### src/rtl/item_fifo_pkg.sv
// Shared router types for the item buffer: item width, default depth and item typedef.
// SIZE is the router-wide item width and may already be set by the global defines.
`ifndef SIZE
`define SIZE 8
`endif

package item_fifo_pkg;

    localparam int ITEM_W        = `SIZE;
    localparam int DEFAULT_DEPTH = 4;

    typedef logic [ITEM_W-1:0] item_t;

endpackage

### src/rtl/item_fifo_mem.sv
// fifo_mem: DEPTH x ITEM_W register array with one synchronous write port and one
// asynchronous read port, so the head item is visible without an output register.
module fifo_mem
    import item_fifo_pkg::*;
#(
    parameter int DEPTH = DEFAULT_DEPTH,
    parameter int AW    = $clog2(DEPTH)
) (
    input  logic              clk,
    input  logic              wr_en,
    input  logic [AW-1:0]     wr_addr,
    input  logic [ITEM_W-1:0] wr_data,
    input  logic [AW-1:0]     rd_addr,
    output logic [ITEM_W-1:0] rd_data
);

    item_t mem [DEPTH];

    always_ff @(posedge clk) begin
        if (wr_en) begin
            mem[wr_addr] <= wr_data;
        end
    end

    assign rd_data = mem[rd_addr];

endmodule

### src/rtl/item_fifo.sv
// item_fifo: first-word-fall-through item buffer behind the receive arbiter, with an
// explicit occupancy counter and sticky overflow/underflow flags.
module item_fifo
    import item_fifo_pkg::*;
#(
    parameter int DEPTH = DEFAULT_DEPTH
) (
    input  logic                   clk,
    input  logic                   reset_n,
    input  logic                   write,
    input  logic [ITEM_W-1:0]      item_in,
    output logic                   full,
    output logic                   valid,
    output logic [ITEM_W-1:0]      item,
    input  logic                   read,
    output logic [$clog2(DEPTH):0] count,
    output logic                   overflow,
    output logic                   underflow
);

    localparam int AW = $clog2(DEPTH);
    localparam logic [AW:0] FULL_COUNT = (AW+1)'(DEPTH);

    logic [AW-1:0] wp;
    logic [AW-1:0] rp;
    logic          push;
    logic          pop;
    logic          mem_wr_en;

    assign full  = (count == FULL_COUNT);
    assign valid = (count != '0);

    assign push = write & ~full;
    assign pop  = read & valid;

    // Reset wins over a concurrent push, so the array is not written on a reset edge.
    assign mem_wr_en = push & reset_n;

    fifo_mem #(
        .DEPTH (DEPTH),
        .AW    (AW)
    ) u_mem (
        .clk     (clk),
        .wr_en   (mem_wr_en),
        .wr_addr (wp),
        .wr_data (item_in),
        .rd_addr (rp),
        .rd_data (item)
    );

    always_ff @(posedge clk) begin
        if (!reset_n) begin
            wp        <= '0;
            rp        <= '0;
            count     <= '0;
            overflow  <= 1'b0;
            underflow <= 1'b0;
        end else begin
            if (push) begin
                wp <= wp + 1'b1;
            end
            if (pop) begin
                rp <= rp + 1'b1;
            end
            // A simultaneous accepted push and pop leaves occupancy unchanged.
            case ({push, pop})
                2'b10:   count <= count + 1'b1;
                2'b01:   count <= count - 1'b1;
                default: count <= count;
            endcase
            if (write && full) begin
                overflow <= 1'b1;
            end
            if (read && !valid) begin
                underflow <= 1'b1;
            end
        end
    end

endmodule

### config.mk
export PLATFORM = sky130hd
export DESIGN_NAME = item_fifo
export DESIGN_NICKNAME = d
export VERILOG_FILES = /design/src/rtl/item_fifo_pkg.sv /design/src/rtl/item_fifo_mem.sv /design/src/rtl/item_fifo.sv
export SDC_FILE = /design/constraint.sdc
export NUM_CORES = 1
export LEC_CHECK = 0
export BUFFER_PORTS_ARGS = -buffer_cell sky130_fd_sc_hd__clkbuf_2
export CAP_MARGIN = 5
export CORE_ASPECT_RATIO = 2
export CORE_MARGIN = 1.5
export CORE_UTILIZATION = 54
export DETAILED_ROUTE_END_ITERATION = 7
export PLACE_DENSITY = 0.77
export SYNTH_ARGS = -nofsm -noshare
export SYNTH_HDL_FRONTEND = slang
export SYNTH_HIERARCHICAL = 1
export SYNTH_SLANG_ARGS = --single-unit
export TNS_END_PERCENT = 100
### constraint.sdc
create_clock -name clk -period 2.5 [get_ports clk]
set_clock_uncertainty 0.2 [all_clocks]
set_input_delay 0.375 -clock clk [delete_from_list [all_inputs] [get_ports clk]]
set_output_delay 0.375 -clock clk [all_outputs]
set_load 0.02 [all_outputs]
==> impl_metrics.csv <==
group,metric,value,unit
run_status,status,"complete, no violations",
pwr,p_sw_share,29.88,%
logic_synthesis,synth.net_count,110,
setup_path,path_class,"reg2reg",
clocking,cts.sinks,41,
routing,via_count,924,
global_route,antenna_found_initial,0,
global_route,overflow,0,
clocking,clkTransAtPathRegs,0.08,ns
logic_synthesis,syn_area,1627,sq um
global_route,grt_start_max_net_pins,14,
placement,gp_congestion,0.7605,
clocking,ctsHoldBuffers,0,
clocking,h-tree-depth,2,
sta,period_minus_slack,2.320,ns
routing,drcViolationCount,0,
global_route,grt_pass1_vias,950,
finish,area_growth,18.23,%
logic_synthesis,synthArstFlopShare,0,%
finish,fin_cells,159,
placement,place_inst,151,
floorplanning,io_pins,27,
pwr,finalPower,2048,uW
floorplanning,dieArea,3371,sq um
placement,hpwlAfterDp,1964,microns
finish,num-nets-final,142,
logic_synthesis,yosysTopAreaCell,"edfxtp_1",
logic_synthesis,synth_edf_count,32,
logic_synthesis,synth-seq-cells,41,
worst_hold_path,hp-class,"in2reg",
run,max_cap_viol_count,0,
logic_synthesis,avgSynthCellArea,16.94,sq um
routing,drtIter0Drc,27,
sta,rsz0062_at_grt,"no",
sta,max-slew-margin-rel,70.37,%
clocking,cts-buffers-inserted,5,
sta,finalSetupTns,0,ns
sta,max_freq,431.0,MHz
sta,finalCritPeriodShare,92.81,%
floorplanning,initial_core_util,55.94,%
sta,slew_violations,0,
floorplanning,die_w,41.81,microns
floorplanning,core-area,2908,sq um
routing,drt-total-wl,2716,microns
routing,avgViaCountPerCell,5.811,
logic_synthesis,synth_area_leaders,"edfxtp_1, dfxtp_1, mux4_2",
clocking,clk_latency,0.30,ns
clocking,cts_root_buf,"clkbuf_8",
sta,finalSetupViolCount,0,
setup_path,required,2.53,ns
pwr,seqPwrFrac,41.8,%
logic_synthesis,ys_warn_count,6,
floorplanning,die_h,80.62,microns
global_route,track_usage,19.34,%
setup_path,cp-start-kind,"register",
setup_path,arrival,2.35,ns
clocking,clock_path_buffers,2,
routing,wl_per_cell,17.08,microns
pwr,p_sw,612.0,uW
logic_synthesis,yosysSeqAreaShare,70.15,%
logic_synthesis,netlist.area_leader.share,59.08,%
logic_synthesis,synth_cell_type_count,28,
pwr,pwr-share-comb,27.6,%
pwr,p_leak,0.0007109,uW
routing,ant_nets,0,
setup_path,path_max_fanout,5,
placement,io_buffer_count,26,
pwr,powerDensity,1065,nW/um^2
finish,diodes,0,
routing,first_pass_iters,4,
setup_path,worstSetupEndpointType,"register",
sta,worst_slew_pin_slew,0.4438,ns
logic_synthesis,synthFlopType,"edfxtp_1",
clocking,cts_tree,"built",
setup_path,reg2reg_slack,0.18,ns
clocking,cts_setup_buffers,0,
pwr,ir_drop,0.8609,mV
clocking,cts_resized,0,
global_route,grt_pass1_wl,4629,microns
sta,hold_viol_final,0,
finish,drive_above_1_share,38.76,%
logic_synthesis,synth_cells,96,
floorplanning,rows,28,
pwr,p_clk_share,30.6,%
pwr,p_int,1436,uW
[cells by family after synthesis]
kind of cell	Yosys count	share of synthesized area (%)
AOI/OAI and AO/OA	12	4.307
and+or+nand+nor	22	8.770
adders and majority gates	2	2.000
DFF	41	70.15
buffers and inverters	9	2.615
xor gates and xnor gates	2	1.077
muxes	8	11.08
[final cells by class]
type,instances,area (sq um)
sequential,41,1141
timing repair buffer,28,145.1
clock inverter,3,65.06
clock buffer,5,68.82
fill,205,984.7
inverter,6,22.52
tap,30,37.54
multi-input combinational,46,442.9
[sequential cells by signal, summed over array words and instances (netlist names)]
name,flops
count,3
overflow,1
rp,2
u_mem/mem,32
underflow,1
wp,2
[stage by stage]
| step | hold slack, ns | utilization (%) | cell area (sq um) | setup WS [ns] |
|---|---|---|---|---|
| after floorplan | 0.2615 | - | 1627 | 0.1117 |
| after global placement | 0.2700 | 61.53 | 1789 | 0.3452 |
| after detailed placement | 0.2850 | 61.53 | 1789 | 0.2428 |
| after CTS | 0.08849 | 66.14 | 1923 | 0.2106 |
| after global routing | 0.09480 | 66.14 | 1923 | 0.04676 |
| final | 0.09204 | 66.14 | 1923 | 0.1798 |
[cells in the mapped netlist, drive strengths merged (2+ instances only)]
| cell type | number |
|---|---|
| a21boi | 4 |
| o21ai | 6 |
| mux4 | 8 |
| and3b | 2 |
| or3 | 4 |
| and2 | 3 |
| edfxtp | 32 |
| nand2 | 5 |
| inv | 6 |
| nor2b | 2 |
| a21oi | 2 |
| clkbuf | 2 |
| and3 | 2 |
| dfxtp | 9 |
[power by group through the flow]
stage               Clock (uW)  Sequential (uW)  Combinational (uW)
floorplan                    0              889                 388
global placement             0              864                 551
detailed placement           0              873                 569
CTS                        635              857                 573
global route               660              866                 629
finish                     626              857                 565
[final timing paths]
check / from / endpoint / cells after the start
setup / recovery: count[2] / count[2] / 9
hold / removal: item_in[6] / u_mem/mem[0][6] / 1
setup reg to reg: count[2] / count[2] / 9
hold reg to reg: rp[0] / rp[0] / 2
[placed cells by master (no fill, tap or decap), drive strengths merged]
cell type,netlist,layout
bufinv,0,2
edfxtp,32,32
or3,4,4
and3b,2,2
buf,1,2
nor3b,1,1
inv,6,6
nor2b,2,2
nand4b,1,1
clkbuf,2,31
clkinv,0,1
nor3,1,1
xor2,1,1
fa,1,1
ha,1,1
a21oi,2,2
a21boi,4,4
dfxtp,9,9
and3,2,2
xnor2,1,1
nand2,5,5
nand3,1,1
o21ai,6,6
mux4,8,8
and2,3,3
[critical path: stages, from the launching register on]
cell      delay (ns)
dfxtp_1         0.45
nor3_2          0.09
inv_1           0.11
and2_1          0.16
ha_1            0.18
inv_1           0.06
fa_1            0.37
xor2_1          0.16
or3_1           0.31
a21boi_0        0.17
[metal layers]
| layer | vias to the layer above | GRT usage (%) | share of wire, % |
|---|---|---|---|
| met5 | - | 0 | 0 |
| met4 | 0 | 11.61 | 2.8 |
| met3 | 9 | 3.596 | 4.0 |
| met2 | 26 | 34.84 | 57 |
| met1 | 453 | 20.19 | 36 |
| li1 | 436 | - | - |
Note: power is estimated with default switching activity, not from simulation.
